===== config.mk =====
export PLATFORM = sky130hd
export DESIGN_NAME = tx_word_sequencer
export DESIGN_NICKNAME = d
export VERILOG_FILES = /design/src/rtl/tx_word_sequencer.sv
export SDC_FILE = /design/constraint.sdc
export NUM_CORES = 1
export LEC_CHECK = 0
export BUFFER_PORTS_ARGS = -buffer_cell sky130_fd_sc_hd__buf_4
export CAP_MARGIN = 20
export CORE_MARGIN = 2
export CORE_UTILIZATION = 46
export DETAILED_ROUTE_END_ITERATION = 8
export PLACE_DENSITY = 0.73
export REMOVE_ABC_BUFFERS = 1
export SLEW_MARGIN = 20
export SYNTH_ARGS = -nofsm -noshare
export SYNTH_HDL_FRONTEND = slang
export SYNTH_SLANG_ARGS = --single-unit

===== constraint.sdc =====
create_clock -name clk -period 2 [get_ports clk]
set_clock_uncertainty 0.05 [all_clocks]
set_input_delay 0 -clock clk [delete_from_list [all_inputs] [get_ports clk]]
set_output_delay 0 -clock clk [all_outputs]
set_load 0.005 [all_outputs]

===== src/rtl/tx_word_sequencer.sv =====
// Hands a loaded 128-bit block to a downstream sink as NUM_WORDS 32-bit words
// by strobing load/shift on an external shift register, with backpressure and flush.
module tx_word_sequencer #(
    parameter int NUM_WORDS = 4
) (
    input  logic       clk,
    input  logic       n_rst,
    input  logic       block_valid,
    output logic       block_ready,
    output logic       word_valid,
    input  logic       word_ready,
    output logic       word_last,
    output logic [1:0] word_idx,
    input  logic       flush,
    output logic       load_enable,
    output logic       shift_enable,
    output logic       block_done,
    output logic [7:0] block_count,
    output logic       busy
);
    typedef enum logic {IDLE = 1'b0, SEND = 1'b1} state_t;

    localparam logic [1:0] LAST_IDX = 2'(NUM_WORDS - 1);

    state_t     state_q, state_d;
    logic [1:0] word_idx_q, word_idx_d;
    logic       block_done_q, block_done_d;
    logic [7:0] block_count_q, block_count_d;

    logic in_send;
    logic is_last;
    logic word_acc;
    logic block_acc;

    // Handshake outputs are combinational and forced low while reset is held.
    always_comb begin
        in_send      = n_rst && (state_q == SEND);
        is_last      = (word_idx_q == LAST_IDX);
        word_valid   = in_send && !flush;
        word_last    = word_valid && is_last;
        word_acc     = word_valid && word_ready;
        block_ready  = n_rst && !flush && (!in_send || (word_last && word_ready));
        block_acc    = block_valid && block_ready;
        load_enable  = block_acc;
        shift_enable = word_acc && !is_last;
        busy         = in_send;
        word_idx     = n_rst ? word_idx_q : 2'd0;
        block_done   = n_rst && block_done_q;
        block_count  = n_rst ? block_count_q : 8'd0;
    end

    always_comb begin
        state_d       = state_q;
        word_idx_d    = word_idx_q;
        block_done_d  = word_acc && is_last;
        block_count_d = block_count_q + {7'd0, block_done_d};

        // A reload on the last word wins over returning to IDLE (no bubble).
        if (flush) begin
            state_d    = IDLE;
            word_idx_d = 2'd0;
        end else if (block_acc) begin
            state_d    = SEND;
            word_idx_d = 2'd0;
        end else if (word_acc) begin
            if (is_last) begin
                state_d    = IDLE;
                word_idx_d = 2'd0;
            end else begin
                word_idx_d = word_idx_q + 2'd1;
            end
        end
    end

    always_ff @(posedge clk) begin
        if (!n_rst) begin
            state_q       <= IDLE;
            word_idx_q    <= 2'd0;
            block_done_q  <= 1'b0;
            block_count_q <= 8'd0;
        end else begin
            state_q       <= state_d;
            word_idx_q    <= word_idx_d;
            block_done_q  <= block_done_d;
            block_count_q <= block_count_d;
        end
    end

endmodule


After elaboration in Yosys (flattened, before gate mapping) --
Cells that the tools add are included.
Cells by class: add/subtract/negate cells 2, multiplexer cells 6, reduce and logical (&&, ||, !) cells 20, eq/ne operators 1, bitwise gates (word level) 1
Operators with widths (count):
- $logic_and 1x1->1 | 11
- $add 8x1->8 | 1
- $mux 8 | 1
- $mux 2 | 2
- $reduce_bool 2->1 | 2
- $logic_not 1->1 | 3
- $mux 1 | 3
- $reduce_or 3->1 | 1
- $add 2x1->2 const B | 1
- $eq 2x2->1 const B | 1
- $reduce_and 2->1 | 1
- $reduce_or 2->1 | 1
- $logic_or 1x1->1 | 1
- $not 1->1 | 1
Word-level totals: register bits 12, word-level logic and storage cells 34, output and inout port bits 17

Logic depth before layout (Yosys ltp) --
Gate-level depths: netlist of the first run.
depth after elaboration 9, gate-level depth with buffers 8, mapped depth without buffers 8

Worst setup path before layout of the first run --
No wires, ideal clock.
kind flip-flop to flip-flop, from register state_q, to register block_count_q[4], clock period less this slack 1.772 ns, path slack 0.228 ns, arrival time 1.607 ns, path buffers 0, cell stages (with the launch flop) 9, required time 1.835 ns, setup time 0.115 ns, cell sequence dfxtp_1 -> and2_1 -> nor2b_1 -> and3_1 -> ha_1 -> ha_1 -> nand3_1 -> xnor2_1 -> and2_1
On the way: cells in the longest elaborated chain, start to end 5
Ends and longest elaborated chain:
- start, declared | RTL line 25 | state_t state_q, state_d;
- start signal, assigned | RTL line 82 | state_q <= state_d;
- $logic_and 1x1->1 | RTL line 37 | in_send = n_rst && (state_q == SEND);
- net busy | RTL line 19 | output logic busy
- $logic_and 1x1->1 | RTL line 39 | word_valid = in_send && !flush;
- net word_valid | RTL line 10 | output logic word_valid,
- $logic_and 1x1->1 | RTL line 41 | word_acc = word_valid && word_ready;
- $logic_and 1x1->1 | RTL line 55 | block_done_d = word_acc && is_last;
- net block_done_d | RTL line 27 | logic block_done_q, block_done_d;
- $add 8x1->8 | RTL line 56 | block_count_d = block_count_q + {7'd0, block_done_d};
- end signal, assigned | RTL line 85 | block_count_q <= block_count_d;
- end, declared | RTL line 28 | logic [7:0] block_count_q, block_count_d;
The timed path passes the listed nets, and every way through them passes these cells. A chain may end at the register's enable or synchronous reset.

Final worst setup path of the first run --
from register state_q, to register block_count_q[4]
On the way: cells in the longest elaborated chain, start to end 5
Ends and longest elaborated chain (RTL line):
- $logic_and 1x1->1 | 37
- $logic_and 1x1->1 | 39
- $logic_and 1x1->1 | 41
- $logic_and 1x1->1 | 55
- net block_done_d | 27
- $add 8x1->8 | 56
The timed path passes the listed nets, and every way through them passes these cells.

==> summary.txt, run 1 <==
Layout
  – Area grow syn2layout: 36.2%
  – Antenna cells: 0
  – Filler instances: 118
  – Util after Layout: 66.3%
  – Share of cells above drive strength 1: 29.9%
  – Layout net count: 106

Power and ir drop
  – Clock group share of total power: 41.9%
  – Leakage power: 0.000426 uW
  – Flop pwr share: 51.5%
  – VDD IR max: 0.324 mV
  – Switch share: 21.5%
  – Psw: 100 uW
  – Logic pwr share: 6.6%
  – P per Cell Area: 548 nW/um^2
  – Cell-internal power: 366 uW

Logic synthesis
  – Yosys reg bits: 12
  – Synthesized area: 626 um^2
  – Mean post-synth cell area: 8.69 um^2
  – Synth top area cells: dfxtp_1 (38%), and2_1 (16%), ha_1 (6.0%)
  – Ys async rst share: 0%
  – Synth unique cells: 27
  – Gate Count Post-Synth: 72
  – Post-synth EDFFs: 0
  – Most used DFF post-synth: dfxtp_1
  – Sequential area share after synthesis: 38.4%
  – Top-area cell type share of the netlist area: 38.4%
  – Yosys top cell by area: dfxtp_1
  – Synth warnings: 0

Detailed routing
  – 1st-iter DRT viols: 5
  – Avg Vias per Cell: 5.05
  – Via count: 566
  – Drt wl/cell: 11.0 um
  – WL final: 1230 um
  – Drt drc: 0
  – Drt pass-1 iters: 3
  – Antenna-violating nets left: 0

Global route
  – Total track usage: 17.4%
  – Total gr overflow: 0
  – Number of global-route vias before repair: 454
  – Largest net degree at the start of global routing: 23
  – Met1 usage: 18.2%
  – Met3 GRT Util: 3.26%
  – Met2 Resource Use GR: 30.5%
  – GR peak layer: met2
  – Initial antenna violation count: 0
  – First-pass GRT wire length: 1840 um

STA
  – Final setup TNS: 0 ps
  – Final setup viols: 0
  – Max Freq: 540 MHz
  – Min Tclk post-route: 1850 ps
  – Slew margin rel.: 71.1%
  – Period utilization: 92.6%
  – RSZ-0062 raised after global routing: false
  – Count of pins over their slew limit: 0
  – Worst-Margin Slew: 429 ps
  – Final hold violations: 0

Setup path
  – Critical path capture point type: register
  – Worst path required time: 2130 ps
  – Largest fanout on the critical path: 4
  – R2r worst-path depth: 8
  – Path type of the worst setup path: reg2reg
  – Worst R2R Setup Slack: 150 ps
  – Worst Path Arrival: 1980 ps
  – Worst path depth: 8
  – Critical path's largest stage delay: 350 ps
  – Buf/Inv on CP: 0
  – CP startpoint kind: register
  – Crit-path cells: and2_1, nor2b_2, and3_1, ha_1, ha_1, nand3_1, xnor2_1, and2_1
  – Critical path's top delay family: simple AND/OR/NAND/NOR gates
  – Slowest-stage cell, CP: dfxtp_1

Clock network
  – CTS tree: done
  – Skew-Pair Late Insertion Delay: 270 ps
  – Cts bufs inserted: 3
  – Root buffer cell: clkbuf_4
  – H-tree depth: 1
  – CTS sink cnt: 12
  – Reg clk slew, reported paths: 80 ps
  – Max clock buf depth: 2

Worst hold path
  – Hold Path Depth: 3
  – HP Class: in2reg

Placed design
  – Buffers on Ports: 21
  – Routability-driven placement congestion ratio: 0.669
  – Dpl hpwl: 916 um

Floorplan
  – DIE HEIGHT: 40.9 um
  – I/O pin count: 22
  – Std-Cell Rows: 13
  – Core area: 1280 um^2
  – Die W: 40.9 um
  – Die ar.: 1670 um^2
  – Initial Util: 48.7%

Run
  – Max-cap violations: 0

Outcome
  – Status: complete, no violations
[sequential cells by signal, summed over array words and instances (netlist names)]
signal	flops
state_q	1
block_done_q	1
block_count_q	8
word_idx_q	2
[metrics by stage]
stage	power [uW]	hold WS (ps)	area [um^2]	setup slack (ps)	std cells
2_1_floorplan	255	-5.49	617	228	70
3_3_place_gp	272	195	793	231	106
3_5_place_dp	273	195	793	117	106
4_1_cts	471	12.4	850	91.9	112
5_1_grt	483	27.9	852	31.8	112
6_report	467	20.5	852	149	112
[tightest hold or removal path, cell delays in order]
cell and delay, ps:
buf_4 90, nand2b_1 150, nor2_1 60
[metal layers]
layer,share of wire [%],vias to the layer above,wire length (um)
li1,-,300,-
met3,6.5,2,80
met5,0,-,0
met4,1.1,0,14
met1,42,247,520
met2,50,17,616
[layout by cell type (no fill, tap or decap)]
cell type,n
nand4_2,1
dlygate4sd3_1,2
or4b_1,1
nand4b_1,1
a21boi_1,1
clkbuf_8,1
nand2b_1,2
nand2_1,3
o31ai_1,1
nand3_1,4
and3_1,2
ha_1,3
or3_1,2
a21boi_0,1
nor2b_2,1
clkbuf_4,3
and2_2,2
o21ai_0,2
inv_1,2
nor2_1,5
a21oi_1,1
o21ai_1,1
and2_1,16
mux2i_1,1
o21bai_1,1
nor3_1,1
dfxtp_1,12
buf_4,21
xnor2_1,2
xor2_1,1
[layout make-up]
cell class	count	area, um^2	area share, %
multi-input cells	56	372	43.6
flip-flops and latches	12	240	28.2
repair buffers	23	178	20.9
clock buffers	4	36.3	4.26
well taps	15	18.8	2.20
inverters	2	7.51	0.881
[what timing repair did]
item | in CTS | in global routing
hold buffers | 2 | 0
setup endpoints to repair | 0 | 3
resized for setup | 0 | 2
setup buffers | 0 | 0
endpoints found under the hold margin | 2 | 0
[Yosys cell counts, types with 2 or more instances]
master and number:
nand3_1 4, nor2_1 5, and2_2 2, xnor2_1 2
ha_1 3, or3_1 2, and2_1 16, nand2_1 3
nand2b_1 2, o21ai_0 3, inv_1 2, dfxtp_1 12
and3_1 2
[kinds of logic (layout without fill, tap and decap cells)]
| family | count (synthesis) | count (layout) | share of synthesized area, % |
|---|---|---|---|
| compound gates | 8 | 8 | 8.00 |
| fa+ha+maj | 3 | 3 | 6.00 |
| xor+xnor | 3 | 3 | 4.20 |
| buf+inv | 4 | 29 | 2.60 |
| mux | 1 | 1 | 1.60 |
| simple gates | 41 | 41 | 39.2 |
| flops | 12 | 12 | 38.4 |
[power by group through the flow]
stage               Sequential, uW  Combinational [uW]  Clock, uW
floorplan                      246                9.38          0
global placement               246                26.5          0
detailed placement             246                26.8          0
CTS                            240                30.0        200
global route                   241                33.6        209
finish                         240                30.6        196
[worst paths after layout]
path / start / endpoint
worst max-delay path: state_q / block_count_q[4]
worst min-delay path: flush / state_q
worst max register to register: state_q / block_count_q[4]
worst min register to register: word_idx_q[0] / word_idx_q[0]
Power figures use the tool's default switching activity.
==> run 2: changes to the inputs <==
BUFFER_PORTS_ARGS = default   (was -buffer_cell sky130_fd_sc_hd__buf_4)
CORE_AREA = 2 2 39 41   (was default)
CORE_MARGIN = default   (was 2)
CORE_UTILIZATION = default   (was 46)
DIE_AREA = 0 0 41 43   (was default)
DONT_BUFFER_PORTS = 1   (was default)
PLACE_DENSITY = 0.6   (was 0.73)
==> run 2 against run 1 <==
Compared with the run above: critical path depth down 2; first-iteration DRC count fell by 100%; global-route usage down 1.4 points; sequential cell count unchanged; maximum frequency fell by 0.64%; cell count shrank 14%; combinational power fell by 30%; critical path type unchanged.
==> summary.txt, run 2 (synthesis gave the netlist of run 1 again) <==
STA
  – Final setup viols: 0
  – Worst-Margin Slew: 400 ps
  – Max Freq: 537 MHz
  – RSZ-0062 raised after global routing: false
  – Slew margin rel.: 73.1%
  – Final hold violations: 0
  – Min Tclk post-route: 1860 ps
  – Period utilization: 93.2%
  – Count of pins over their slew limit: 0
  – Final setup TNS: 0 ps

Layout
  – Fin area: 724 um^2
  – Post-Layout Cell Count: 96
  – Area occupied by multi-input gates: 369 um^2
  – Commonest cells after routing, fill and taps aside: and2_1 (16), dfxtp_1 (12), nor2_1 (5), dlygate4sd3_1 (5), nand3_1 (4)
  – Largest register FFs: 8
  – Area grow syn2layout: 15.8%
  – Largest Register: block_count_q
  – Antenna cells: 0
  – Top Registers: block_count_q: 8 flops, word_idx_q: 2 flops
  – Commonest non-fill, non-tap cell in the layout: and2_1
  – Sequential cell area: 240 um^2
  – Share of cells above drive strength 1: 10.0%
  – Filler instances: 146
  – Layout net count: 90

Detailed routing
  – Via count: 519
  – Drt drc: 0
  – Avg Vias per Cell: 5.41
  – Drt wl/cell: 12.4 um
  – Drt pass-1 iters: 1
  – Antenna-violating nets left: 0
  – 1st-iter DRT viols: 0
  – WL final: 1190 um

Clock network
  – CTS tree: done
  – Max clock buf depth: 2
  – H-tree depth: 1
  – Cts bufs inserted: 3
  – Skew-Pair Late Insertion Delay: 270 ps
  – CTS sink cnt: 12
  – Root buffer cell: clkbuf_4
  – Reg clk slew, reported paths: 70 ps

Setup path
  – Slowest-stage cell, CP: dlygate4sd3_1
  – Crit-path cells: ha_1, buf_4, a21boi_0, nor2_1, nor2_1, dlygate4sd3_1
  – Largest fanout on the critical path: 5
  – Buf/Inv on CP: 2
  – CP startpoint kind: register
  – Critical path's largest stage delay: 540 ps
  – Critical path capture point type: register
  – Critical path's top delay family: buffers and inverters
  – Worst path required time: 2160 ps
  – Worst Path Arrival: 2030 ps
  – Worst path most repeated cell: nor2_1
  – Path type of the worst setup path: reg2reg

Floorplan
  – Core area: 1380 um^2
  – I/O pin count: 22
  – Die ar.: 1760 um^2
  – DIE HEIGHT: 43 um
  – Initial Util: 45.2%
  – Std-Cell Rows: 14
  – Die W: 41 um

Placed design
  – Area after DPL: 652 um^2
  – Dpl hpwl: 833 um
  – Routability-driven placement congestion ratio: 0.621
  – Dpl cells: 88
  – Buffers on Ports: 0

Power and ir drop
  – Psw: 85.9 uW
  – Cell-internal power: 321 uW
  – Total power: 407 uW
  – Switch share: 21.1%
  – VDD IR max: 0.320 mV
  – Flop pwr share: 59.1%
  – Clock group share of total power: 35.7%
  – P per Cell Area: 562 nW/um^2
  – Leakage power: 0.000332 uW
  – Logic pwr share: 5.3%

Global route
  – First-pass GRT wire length: 1810 um
  – Largest net degree at the start of global routing: 14
  – Total gr overflow: 0
  – Total track usage: 16.0%
  – Initial antenna violation count: 0
  – Number of global-route vias before repair: 467

Outcome
  – Status: complete, no violations

Worst hold path
  – HP Class: in2reg

Run
  – Max-cap violations: 0
[run 2: routing by layer]
metal	track usage (%)	wire, um
met5	0	0
met4	14.0	33
met3	3.66	76
met2	23.8	558
met1	17.8	518
[run 2: what timing repair did]
| action | CTS | global route |
|---|---|---|
| endpoints found under the setup margin | 0 | 0 |
| buffers inserted | 0 | 0 |
| hold buffers | 5 | 0 |
| gates resized for setup | 0 | 0 |
| hold endpoints to repair | 12 | 0 |
[run 2: worst paths after layout]
| check | startpoint | to | slack [ps] | cells after the start |
|---|---|---|---|---|
| max | word_idx_q[0] | state_q | 140 | 6 |
| min | word_ready | word_idx_q[1] | 20 | 3 |
| max reg2reg | word_idx_q[0] | state_q | 140 | 6 |
| min reg2reg | word_idx_q[0] | word_idx_q[0] | 450 | 2 |
[run 2: layout make-up]
class | instances | area share, %
Inverter | 2 | 1.04
Clock buffer | 3 | 3.11
Timing Repair Buffer | 7 | 8.98
Sequential cell | 12 | 33.2
Tap cell | 16 | 2.76
Multi-Input combinational cell | 56 | 50.9
[run 2: per-stage QoR]
stage | hold WS (ps) | worst slack, ps | utilization [%]
finish | 15.7 | 137 | 52.4
global route | 23.6 | 14.6 | 52.4
CTS | 18.6 | 118 | 52.4
detailed placement | 58.9 | 176 | 47.1
global placement | 55.6 | 227 | 47.1
floorplan | -5.49 | 228 | -
[run 2: power groups by stage]
| stage | Sequential [uW] | Combinational, uW | Clock, uW |
|---|---|---|---|
| floorplan | 246 | 9.38 | 0 |
| global placement | 246 | 10.9 | 0 |
| detailed placement | 246 | 11.1 | 0 |
| CTS | 240 | 21.5 | 154 |
| global route | 240 | 23.6 | 162 |
| finish | 240 | 21.4 | 145 |
[run 2: worst reg2reg max path: stages, from the launching register on]
cell,delay (ps)
dfxtp_1,340
ha_1,220
buf_4,150
a21boi_0,350
nor2_1,80
nor2_1,90
dlygate4sd3_1,540
==> run 3: changes to the inputs <==
RECOVER_POWER = 50   (was default)
==> run 3 against run 2 <==
Compared with the run above: global-route usage did not move; maximum frequency barely moved; combinational power barely moved; via count fell by 0.19%; utilization fell by 0.27 points; critical endpoint unchanged.
==> summary.txt, run 3 (synthesis gave the netlist of run 1 again) <==
Outcome
  – Status: complete, no violations

Floorplan
  – DIE HEIGHT: 43 um
  – I/O pin count: 22
  – Die ar.: 1760 um^2
  – Std-Cell Rows: 14
  – Initial Util: 45.2%
  – Core area: 1380 um^2
  – Die W: 41 um

Placed design
  – Area after DPL: 652 um^2
  – Dpl hpwl: 833 um
  – Post-place setup slack: 176 ps
  – Routability-driven placement congestion ratio: 0.621
  – Buffers on Ports: 0

Global route
  – First-pass GRT wire length: 1810 um
  – Total gr overflow: 0
  – Total track usage: 16.0%
  – Number of global-route vias before repair: 467
  – Largest net degree at the start of global routing: 14
  – Initial antenna violation count: 0

Setup path
  – Critical path's largest stage delay: 540 ps
  – Reg2reg start: word_idx_q[0]
  – R2r worst-path depth: 6
  – Worst path required time: 2170 ps
  – Critical path capture point type: register
  – CP startpoint kind: register
  – Worst R2R Setup Slack: 140 ps
  – Worst path most repeated cell: nor2_1
  – Crit-path cells: ha_1, buf_4, a21boi_0, nor2_1, nor2_1, dlygate4sd3_1
  – Critical R2R Capture: state_q
  – Slowest-stage cell, CP: dlygate4sd3_1
  – Path type of the worst setup path: reg2reg
  – Worst Path Arrival: 2030 ps
  – Crit. Startpoint: word_idx_q[0]
  – Largest fanout on the critical path: 5

Clock network
  – Cts bufs inserted: 3
  – Max clock buf depth: 2
  – Skew-Pair Late Insertion Delay: 270 ps
  – H-tree depth: 1
  – Root buffer cell: clkbuf_4
  – Reg clk slew, reported paths: 70 ps
  – CTS sink cnt: 12
  – CTS tree: done
  – Post-CTS setup buffer count: 0

STA
  – Max Freq: 537 MHz
  – Worst hold margin: 15.1 ps
  – Period utilization: 93.1%
  – RSZ-0062 raised after global routing: false
  – Final setup viols: 0
  – Worst-Margin Slew: 399 ps
  – Min Tclk post-route: 1860 ps
  – Final WS setup: 138 ps
  – Final hold violations: 0
  – Final setup TNS: 0 ps
  – Count of pins over their slew limit: 0
  – Slew margin rel.: 73.2%

Power and ir drop
  – P per Cell Area: 565 nW/um^2
  – VDD IR max: 0.320 mV
  – Leakage power: 0.000319 uW

Layout
  – Filler instances: 147
  – Top Registers: block_count_q: 8 flops, word_idx_q: 2 flops
  – Area occupied by multi-input gates: 369 um^2
  – Layout net count: 90
  – Largest Register: block_count_q
  – Commonest cells after routing, fill and taps aside: dfxtp_1 (12), and2_0 (9), and2_1 (7), nor2_1 (5), dlygate4sd3_1 (5)
  – Area grow syn2layout: 15.2%
  – Commonest non-fill, non-tap cell in the layout: dfxtp_1
  – Util after Layout: 52.1%
  – Largest register FFs: 8
  – Share of cells above drive strength 1: 8.75%
  – Sequential cell area: 240 um^2
  – Fin area: 721 um^2
  – Antenna cells: 0

Detailed routing
  – Routed length on met3: 76 um
  – Uppermost routed layer: met4
  – Antenna-violating nets left: 0
  – Metal-1 WL: 514 um
  – 1st-iter DRT viols: 0
  – Avg Vias per Cell: 5.40
  – Via count: 518
  – Drt pass-1 iters: 1
  – WL final: 1180 um
  – Drt wl/cell: 12.3 um
  – Met2 Routed Length: 556 um
  – Drt drc: 0

Worst hold path
  – Min-delay src: word_ready
  – HP Class: in2reg
  – Hold worst-path end: word_idx_q[1]
  – Hold Path Depth: 3

Run
  – Max-cap violations: 0
[run 3: worst max-delay path, delay by kind of cell (launching register included)]
family	cells	cell delay [ps]
AOI/OAI and AO/OA	1	350
and+or+nand+nor	2	170
DFF	1	340
buffers and inverters	2	690
adders and majority gates	1	220
[run 3: how the worst max path moves through the flow]
stage	end	slack (ps)	depth (start not counted)
2_1_floorplan	block_count_q[4]	230	8
3_3_place_gp	block_count_q[4]	230	8
3_5_place_dp	block_count_q[4]	180	8
4_1_cts	state_q	120	6
5_1_grt	state_q	20	6
6_report	state_q	140	6
[run 3: metrics by stage]
stage               cells  total power [uW]
floorplan              70               255
global placement       88               257
detailed placement     88               257
CTS                    96               415
global route           96               426
finish                 96               407
[run 3: layout make-up]
type	instances	share of cell area [%]
well taps	16	2.78
flip-flops and latches	12	33.3
clock buffers	3	3.13
multi-input cells	56	51.2
inverters	2	1.04
repair buffers	7	8.51
[run 3: layer usage]
metal | global-route usage [%] | up-vias
met5 | 0 | -
met4 | 14.0 | 0
met3 | 3.66 | 4
met2 | 23.8 | 18
met1 | 17.8 | 234
li1 | - | 262
[run 3: power by group]
part           internal [uW]  switching (uW)
logic                   11.3            9.91
registers                240           0.616
clock network           69.6            76.2
total                    321            86.7
[run 3: repair_timing]
action	CTS	global route
gates resized for setup	0	0
hold buffers	5	0
hold endpoints to repair	12	0
